==> src/rtl/mips_pkg.sv <==
// Shared fetch-side constants and the halt/resume state encoding.
package mips_pkg;

  localparam int unsigned WORD_W = 32;
  localparam logic [WORD_W-1:0] RESET_PC_DEFAULT = 32'h0000_0000;
  localparam logic [WORD_W-1:0] INSN_BYTES = 32'd4;

  typedef enum logic {
    RUN    = 1'b0,
    HALTED = 1'b1
  } state_e;

endpackage

==> src/rtl/pc_fetch_pipe_if.sv <==
// Handshake bundle between the next-PC selector (master) and pc_fetch_pipe (slave).
interface pc_fetch_pipe_if #(
  parameter int unsigned CNT_W = 32
) ();
  import mips_pkg::*;

  logic [WORD_W-1:0] PC_next_clk;
  logic              redirect;
  logic              stall;
  logic              halt;
  logic              go;
  logic [WORD_W-1:0] PC_IF;
  logic [WORD_W-1:0] PC_plus_4;
  logic [WORD_W-1:0] PC_ID;
  logic [WORD_W-1:0] PC_EX;
  logic              valid_ID;
  logic              valid_EX;
  logic              halted;
  logic [CNT_W-1:0]  redirect_cnt;
  logic [CNT_W-1:0]  stall_cnt;

  modport master (
    output PC_next_clk, redirect, stall, halt, go,
    input  PC_IF, PC_plus_4, PC_ID, PC_EX, valid_ID, valid_EX, halted,
    input  redirect_cnt, stall_cnt
  );

  modport slave (
    input  PC_next_clk, redirect, stall, halt, go,
    output PC_IF, PC_plus_4, PC_ID, PC_EX, valid_ID, valid_EX, halted,
    output redirect_cnt, stall_cnt
  );

endinterface

==> src/rtl/pc_stage_reg.sv <==
// PC+4/valid pipeline register. hold freezes the slot; kill clears valid and wins over hold.
module pc_stage_reg
  import mips_pkg::*;
(
  input  logic              clk,
  input  logic              rst,
  input  logic              hold,
  input  logic              kill,
  input  logic [WORD_W-1:0] pc_in,
  input  logic              valid_in,
  output logic [WORD_W-1:0] pc,
  output logic              valid
);

  logic [WORD_W-1:0] pc_q;
  logic              valid_q;

  always_ff @(posedge clk or posedge rst) begin
    if (rst) begin
      pc_q    <= '0;
      valid_q <= 1'b0;
    end else begin
      if (!hold) pc_q <= pc_in;
      if (kill) begin
        valid_q <= 1'b0;
      end else if (!hold) begin
        valid_q <= valid_in;
      end
    end
  end

  assign pc    = pc_q;
  assign valid = valid_q;

endmodule

==> src/rtl/pc_fetch_pipe.sv <==
// PC register, IF/ID and ID/EX PC+4 carriers and halt/resume FSM.
// Optional event counters are built when PC_FETCH_PIPE_COUNT_EN is defined.
module pc_fetch_pipe
  import mips_pkg::*;
#(
  parameter logic [WORD_W-1:0] RESET_PC = RESET_PC_DEFAULT,
  parameter int unsigned       CNT_W    = 32
) (
  input logic           clk,
  input logic           rst,
  pc_fetch_pipe_if.slave bus
);

  state_e            state_q, state_d;
  logic [WORD_W-1:0] pc_if_q, pc_if_d;
  logic [WORD_W-1:0] pc_plus_4;
  logic [WORD_W-1:0] id_pc, ex_pc;
  logic              id_valid, ex_valid;
  logic              id_hold, id_kill, ex_hold, ex_kill;

  assign pc_plus_4 = pc_if_q + INSN_BYTES;

  always_ff @(posedge clk or posedge rst) begin
    if (rst) begin
      state_q <= RUN;
      pc_if_q <= RESET_PC;
    end else begin
      state_q <= state_d;
      pc_if_q <= pc_if_d;
    end
  end

  // redirect and halt only count when EX holds a real instruction.
  always_comb begin
    state_d = state_q;
    pc_if_d = pc_if_q;
    id_hold = 1'b0;
    id_kill = 1'b0;
    ex_hold = 1'b0;
    ex_kill = 1'b0;
    unique case (state_q)
      RUN: begin
        if (bus.halt && ex_valid) begin
          state_d = HALTED;
          id_hold = 1'b1;
          id_kill = 1'b1;
          ex_hold = 1'b1;
          ex_kill = 1'b1;
        end else if (bus.redirect && ex_valid) begin
          pc_if_d = bus.PC_next_clk;
          id_kill = 1'b1;
          ex_kill = 1'b1;
        end else if (bus.stall) begin
          id_hold = 1'b1;
          ex_kill = 1'b1;
        end else begin
          pc_if_d = bus.PC_next_clk;
        end
      end
      HALTED: begin
        id_hold = 1'b1;
        ex_hold = 1'b1;
        if (bus.go) state_d = RUN;
      end
    endcase
  end

  pc_stage_reg u_if_id (
    .clk      (clk),
    .rst      (rst),
    .hold     (id_hold),
    .kill     (id_kill),
    .pc_in    (pc_plus_4),
    .valid_in (1'b1),
    .pc       (id_pc),
    .valid    (id_valid)
  );

  pc_stage_reg u_id_ex (
    .clk      (clk),
    .rst      (rst),
    .hold     (ex_hold),
    .kill     (ex_kill),
    .pc_in    (id_pc),
    .valid_in (id_valid),
    .pc       (ex_pc),
    .valid    (ex_valid)
  );

  assign bus.PC_IF     = pc_if_q;
  assign bus.PC_plus_4 = pc_plus_4;
  assign bus.PC_ID     = id_pc;
  assign bus.PC_EX     = ex_pc;
  assign bus.valid_ID  = id_valid;
  assign bus.valid_EX  = ex_valid;
  assign bus.halted    = (state_q == HALTED);

`ifdef PC_FETCH_PIPE_COUNT_EN
  logic             redir_take, stall_take;
  logic [CNT_W-1:0] redirect_cnt_q, stall_cnt_q;

  assign redir_take = (state_q == RUN) && ex_valid && bus.redirect && !bus.halt;
  assign stall_take = (state_q == RUN) && bus.stall &&
                      !(ex_valid && (bus.redirect || bus.halt));

  always_ff @(posedge clk or posedge rst) begin
    if (rst) begin
      redirect_cnt_q <= '0;
      stall_cnt_q    <= '0;
    end else begin
      if (redir_take) redirect_cnt_q <= redirect_cnt_q + CNT_W'(1);
      if (stall_take) stall_cnt_q    <= stall_cnt_q + CNT_W'(1);
    end
  end

  assign bus.redirect_cnt = redirect_cnt_q;
  assign bus.stall_cnt    = stall_cnt_q;
`else
  assign bus.redirect_cnt = {CNT_W{1'b0}};
  assign bus.stall_cnt    = {CNT_W{1'b0}};
`endif

endmodule
==> src/flat_wrapper.sv <==
// flat-port wrapper written by rule: the top's interface ports become plain ports
module pc_fetch_pipe_flat import mips_pkg::*;
#(
  parameter logic [WORD_W-1:0] RESET_PC = RESET_PC_DEFAULT,
  parameter int unsigned       CNT_W    = 32
)
  (clk, rst, bus_PC_next_clk, bus_redirect, bus_stall, bus_halt, bus_go, bus_PC_IF, bus_PC_plus_4, bus_PC_ID, bus_PC_EX, bus_valid_ID, bus_valid_EX, bus_halted, bus_redirect_cnt, bus_stall_cnt);
  pc_fetch_pipe_if #(.CNT_W(CNT_W)) bus_i ();
  input logic clk;
  input logic rst;
  input wire logic [$bits(bus_i.PC_next_clk)-1:0] bus_PC_next_clk;
  input wire logic [$bits(bus_i.redirect)-1:0] bus_redirect;
  input wire logic [$bits(bus_i.stall)-1:0] bus_stall;
  input wire logic [$bits(bus_i.halt)-1:0] bus_halt;
  input wire logic [$bits(bus_i.go)-1:0] bus_go;
  output wire logic [$bits(bus_i.PC_IF)-1:0] bus_PC_IF;
  output wire logic [$bits(bus_i.PC_plus_4)-1:0] bus_PC_plus_4;
  output wire logic [$bits(bus_i.PC_ID)-1:0] bus_PC_ID;
  output wire logic [$bits(bus_i.PC_EX)-1:0] bus_PC_EX;
  output wire logic [$bits(bus_i.valid_ID)-1:0] bus_valid_ID;
  output wire logic [$bits(bus_i.valid_EX)-1:0] bus_valid_EX;
  output wire logic [$bits(bus_i.halted)-1:0] bus_halted;
  output wire logic [$bits(bus_i.redirect_cnt)-1:0] bus_redirect_cnt;
  output wire logic [$bits(bus_i.stall_cnt)-1:0] bus_stall_cnt;
  assign bus_i.PC_next_clk = bus_PC_next_clk;
  assign bus_i.redirect = bus_redirect;
  assign bus_i.stall = bus_stall;
  assign bus_i.halt = bus_halt;
  assign bus_i.go = bus_go;
  assign bus_PC_IF = bus_i.PC_IF;
  assign bus_PC_plus_4 = bus_i.PC_plus_4;
  assign bus_PC_ID = bus_i.PC_ID;
  assign bus_PC_EX = bus_i.PC_EX;
  assign bus_valid_ID = bus_i.valid_ID;
  assign bus_valid_EX = bus_i.valid_EX;
  assign bus_halted = bus_i.halted;
  assign bus_redirect_cnt = bus_i.redirect_cnt;
  assign bus_stall_cnt = bus_i.stall_cnt;
  pc_fetch_pipe #(.RESET_PC(RESET_PC), .CNT_W(CNT_W)) u_core (.clk(clk), .rst(rst), .bus(bus_i));
endmodule
==> config.mk <==
export PLATFORM = sky130hd
export DESIGN_NAME = pc_fetch_pipe_flat
export DESIGN_NICKNAME = d
export VERILOG_FILES = /design/src/rtl/mips_pkg.sv /design/src/rtl/pc_fetch_pipe_if.sv /design/src/rtl/pc_stage_reg.sv /design/src/rtl/pc_fetch_pipe.sv /design/src/flat_wrapper.sv
export SDC_FILE = /design/constraint.sdc
export NUM_CORES = 1
export LEC_CHECK = 0
export ABC_AREA = 1
export CAP_MARGIN = 20
export CELL_PAD_IN_SITES_DETAIL_PLACEMENT = 1
export CELL_PAD_IN_SITES_GLOBAL_PLACEMENT = 2
export CORE_MARGIN = 4
export CORE_UTILIZATION = 34
export DETAILED_ROUTE_END_ITERATION = 7
export DONT_BUFFER_PORTS = 1
export PLACE_DENSITY = 0.87
export SETUP_SLACK_MARGIN = 0.5
export SLEW_MARGIN = 20
export SYNTH_ARGS = -nofsm -noshare
export SYNTH_HDL_FRONTEND = slang
export SYNTH_SLANG_ARGS = --single-unit
==> constraint.sdc <==
create_clock -name clk -period 3.3 [get_ports clk]
set_clock_uncertainty 0.1 [all_clocks]
set_input_delay 0.165 -clock clk [delete_from_list [all_inputs] [get_ports clk]]
set_output_delay 0.165 -clock clk [all_outputs]
set_load 0.02 [all_outputs]
* Yosys cells after proc, flatten, opt, wreduce, memory -nomap -nowiden
Index checks and enable logic that the tools add are counted.
** Storage, ports and cells
- Logic and storage cells :: 35
- Register bits :: 99
- Input port bits :: 38
** Operators by class
- Add/subtract/negate cells :: 1
- Bitwise gates (word level) :: 2
- Reduce and logical (&&, ||, !) cells :: 3
- Equal/unequal tests :: 3
- Multiplexer cells :: 20
** Operators by type and width (number)
- $mux 32 :: 2
- $add 32x3->32 const B :: 1
- $mux 1 :: 15
- $ne 2x1->1 const B :: 3
- $pmux 1 s2 :: 3
- $reduce_and 3->1 :: 1
- $logic_and 1x1->1 :: 2
- $not 1->1 :: 2

* Logic depth before layout (Yosys ltp)
- Depth after elaboration :: 6
- Mapped depth :: 10
- Gate-level depth less buffers :: 10

* By module
Synthesis repeated with hierarchy kept, for this count alone.
** Unflattened totals
- Cells, all modules :: 666
- Area, all modules :: 5272.6 sq um
** Modules (own cells, without submodules)
- pc_fetch_pipe :: times used 1, cells each 382, area each 2642.5 sq um
- pc_stage_reg :: times used 2, cells each 142, area each 1315.0 sq um

* Least setup slack after synthesis
Ideal clock, no wire load.
- Kind :: reg-to-reg
- Start :: register u_core.pc_if_q[3] (netlist: u_core.bus.PC_IF[3])
- End :: register u_core.u_if_id.pc_q[12] (netlist: u_core.u_if_id.pc[12])
- Data required time :: 3.117 ns
- Setup slack :: 1.432 ns
- Period minus slack after synthesis :: 1.868 ns
- Cell stages (with the launch flop) :: 8
- Arrival time :: 1.685 ns
- Cells stage by stage :: dfrtp_1 ha_1 nand2_1 nor2_4 nand3_1 xnor2_1 nand2_1 o21ai_0
** On the way
- Longest elaborated chain between the ends :: 1
** RTL lines
- start: declaration :: RTL line pc_fetch_pipe.sv:15 : logic [WORD_W-1:0] pc_if_q, pc_if_d;
- start signal: assignment :: RTL line pc_fetch_pipe.sv:29 : pc_if_q <= pc_if_d;
- $add 32x3->32 :: RTL line pc_fetch_pipe.sv:21 : assign pc_plus_4 = pc_if_q + INSN_BYTES;
- net bus_PC_plus_4[12] :: RTL line flat_wrapper.sv:17 : output wire logic [$bits(bus_i.PC_plus_4)-1:0] bus_PC_plus_4;
- end signal: assignment :: RTL line pc_stage_reg.sv:23 : if (!hold) pc_q <= pc_in;
- end: declaration :: RTL line pc_stage_reg.sv:15 : logic [WORD_W-1:0] pc_q;
The timed path passes the listed nets, and every way through them passes these cells.
A chain may end at the register's enable or synchronous reset.

* Worst setup path in the final report
- Start :: register u_core.pc_if_q[2] (netlist: u_core.bus.PC_IF[2])
- End :: output port bus_PC_plus_4[12]
** On the way
- Longest elaborated chain between the ends :: 1
** RTL lines (RTL line)
- $add 32x3->32 :: pc_fetch_pipe.sv:21
- end: declaration :: flat_wrapper.sv:17
Every way passes these cells.

==> impl_metrics.ini <==
[outcome]
outcome = completed

[setup_path]
cp_max_fo = 4
critPathKind = reg2out
worstSetupEndpointType = primary output
timing.critical_path.required_ns = 3.03
crit_arrival_ns = 2.27
setup.worst_path.start_class = flip-flop

[yosys]
synthCells = 637
yosysTopAreaCell = sky130_fd_sc_hd__dfrtp_1
ys_warn_count = 0
synth-seq-cells = 99
synth_top_area_share_pct = 48.7
top_area_cells_in_the_synthesized_netlist = sky130_fd_sc_hd__dfrtp_1 (49%), sky130_fd_sc_hd__nand2_1 (21%), sky130_fd_sc_hd__buf_4 (10%), sky130_fd_sc_hd__o21ai_0 (3.9%), sky130_fd_sc_hd__inv_1 (2.7%)
synth.lib_cells_used.distinct = 24
synth_seq_area_share_pct = 48.7
postSynthAreaPerCell_sq_um = 7.99
mappedNetlistArea_sq_um = 5090

[floorplan]
die_height_um = 130
die-area_sq_um = 17000
std_cell_rows = 44
initial_core_util_pct = 34.9
placeable_core_region_sq_um = 14600
pin_count = 233
die_x_um = 130

[hold_path]
hold_path.class = in2async

[sta]
worst_hold_slack_ns = 0.180
timing_hold_violations_final = 0
setup_viol_count_final = 0
maximum_operating_frequency_mhz = 395
part_of_the_cycle_the_worst_path_needs_pct = 76.7
max_slew_margin_pct = 51.1
timing.final.max_slew_violations = 0
worstMarginPinSlew_ns = 0.731
fin_tns_setup_ns = 0
grt_setup_unrepaired = false
post-route-min-period_ns = 2.53

[drt]
wl_per_cell_um = 17.4
drtPass1Iterations = 4
vias = 3836
routed_via_density = 4.47
wl_mm = 14.9
drcViolationCount = 0
antenna_violating_nets_post_route = 0
drt-initial-drc-count = 144

[final_layout]
sequential_cell_area_sq_um = 2480
fillCellCount = 1751
multiInputGateArea_sq_um = 2120
ant_diodes = 0
area_growth_syn_to_layout_pct = 13.1
post_route_cells_drive_above_1_share_pct = 7.86
final_net_count = 708
leading_cell_type_in_the_layout_fill_and_taps_excluded = sky130_fd_sc_hd__nand2_1
final_cell_mix = sky130_fd_sc_hd__nand2_1 (290), sky130_fd_sc_hd__dfrtp_1 (99), sky130_fd_sc_hd__conb_1 (64)
fin_area_sq_um = 5760

[global_route]
wire_length_of_the_first_global_routing_pass_mm = 22.8
global_route.usage.total_pct = 17.5
antenna_found_initial = 0
gr-total-overflow = 0
grt_max_degree = 55
via_count_of_the_first_global_routing_pass = 4099

[place]
number_of_input_and_output_port_buffers_inserted = 0
hpwl_mm = 11.2
gp_congestion = 0.836
placed_area_sq_um = 5030

[job]
cap_violations = 0

[clock_network]
cts.sink_count = 99
tritoncts = done
worstSkewPairLatency_ns = 0.35
post_cts.resized_instances = 0
cts_max_path_buffers = 2
clockRootBuffer = sky130_fd_sc_hd__clkbuf_16
clkTransAtPathRegs_ns = 0.07
cts_made_buffers = 9
clock_tree.htree_level_count = 3
post-cts-setup-buffers = 0

[pwr]
vdd.ir_drop.worst_mv = 0.289
cellLeakagePower_nw = 2.94
pwr_density_cell_nw_per_um2 = 1070
-- critical path, stage by stage (launching register included) --
cell                      delay, ns
sky130_fd_sc_hd__dfrtp_1       0.53
sky130_fd_sc_hd__ha_1          0.25
sky130_fd_sc_hd__nand2_1       0.12
sky130_fd_sc_hd__nor2_4        0.20
sky130_fd_sc_hd__nand3_1       0.22
sky130_fd_sc_hd__xnor2_1       0.59
-- layout make-up --
class	instances	area share, %
Sequential cell	99	43.0
Multi-Input combinational cell	477	36.8
Timing Repair Buffer	43	7.91
Tap cell	184	4.00
Clock buffer	9	3.91
Inverter	39	2.61
Clock inverter	7	1.74
-- flip-flops by register name, summed over array words and instances, names as in the netlist --
signal	count
u_core.u_if_id.pc	32
u_core.u_id_ex.valid	1
u_core.u_if_id.valid	1
u_core.bus.PC_IF	32
u_core.bus.halted	1
u_core.u_id_ex.pc	32
-- synthesized netlist by cell type --
cell type	instances
sky130_fd_sc_hd__nand2_1	290
sky130_fd_sc_hd__dfrtp_1	99
sky130_fd_sc_hd__buf_4	68
sky130_fd_sc_hd__o21ai_0	40
sky130_fd_sc_hd__inv_1	37
sky130_fd_sc_hd__nor2_1	25
sky130_fd_sc_hd__nand3_1	13
sky130_fd_sc_hd__buf_2	9
sky130_fd_sc_hd__nor2_4	8
sky130_fd_sc_hd__nand2_2	7
sky130_fd_sc_hd__clkbuf_1	6
sky130_fd_sc_hd__xor2_2	6
sky130_fd_sc_hd__nor2_2	5
sky130_fd_sc_hd__xor2_1	5
sky130_fd_sc_hd__xnor2_1	4
sky130_fd_sc_hd__and2_1	3
sky130_fd_sc_hd__a21oi_1	2
sky130_fd_sc_hd__buf_1	2
sky130_fd_sc_hd__inv_2	2
sky130_fd_sc_hd__nand2_4	2
sky130_fd_sc_hd__conb_1	1
sky130_fd_sc_hd__ha_1	1
sky130_fd_sc_hd__nor2_8	1
sky130_fd_sc_hd__o21ai_1	1
-- power by group --
part	switching (mW)	internal [mW]	total, mW
Sequential	1.37	1.76	3.13
Combinational	1.39	0.517	1.91
Clock	0.480	0.668	1.15
-- metal layers --
layer | routed length, um | global-route usage [%] | vias up
met3 | 1220 | 5.36 | 17
met4 | 359 | 6.29 | 0
met1 | 5880 | 20.8 | 1819
met5 | 0 | 0 | -
li1 | - | - | 1860
met2 | 7430 | 30.0 | 140
-- what timing repair did --
action | 4_1_cts | 5_1_grt
endpoints found under the hold margin | 80 | 0
hold buffers | 38 | 0
endpoints found under the setup margin | 0 | 0
-- per-stage QoR --
step	setup slack, ns	util (%)	instances	total power [mW]
final	0.768	39.5	858	6.18
after detailed placement	0.906	34.5	803	5.05
after floorplan	1.43	-	700	4.47
after CTS	0.701	39.3	857	6.28
after global placement	1.00	34.5	803	4.97
after global routing	0.661	39.5	858	6.65
-- final timing paths --
kind / from / to / slack, ns / depth (start not counted)
max reg2reg: u_core.bus.halted / u_core.u_if_id.pc[6] / 0.93 / 8
min in group clk: bus_halt / u_core.u_id_ex.pc[29] / 0.20 / 5
max: u_core.bus.PC_IF[2] / bus_PC_plus_4[12] / 0.77 / 5
min: rst / u_core.u_if_id.pc[1] / 0.18 / 2
min reg2reg: u_core.u_id_ex.pc[16] / u_core.u_id_ex.pc[16] / 0.52 / 2
max in group asynchronous: rst / u_core.u_if_id.pc[11] / 2.32 / 3
-- cells by family after synthesis --
logic type,after synthesis,share of synthesized area (%)
and+or+nand+nor,354,29.0
buffers and inverters,124,14.4
DFF,99,48.7
AOI/OAI and AO/OA,43,4.23
xor gates and xnor gates,15,3.47
adders and majority gates,1,0.246
other,1,0.0737
(Power assumes the default switching activity.)
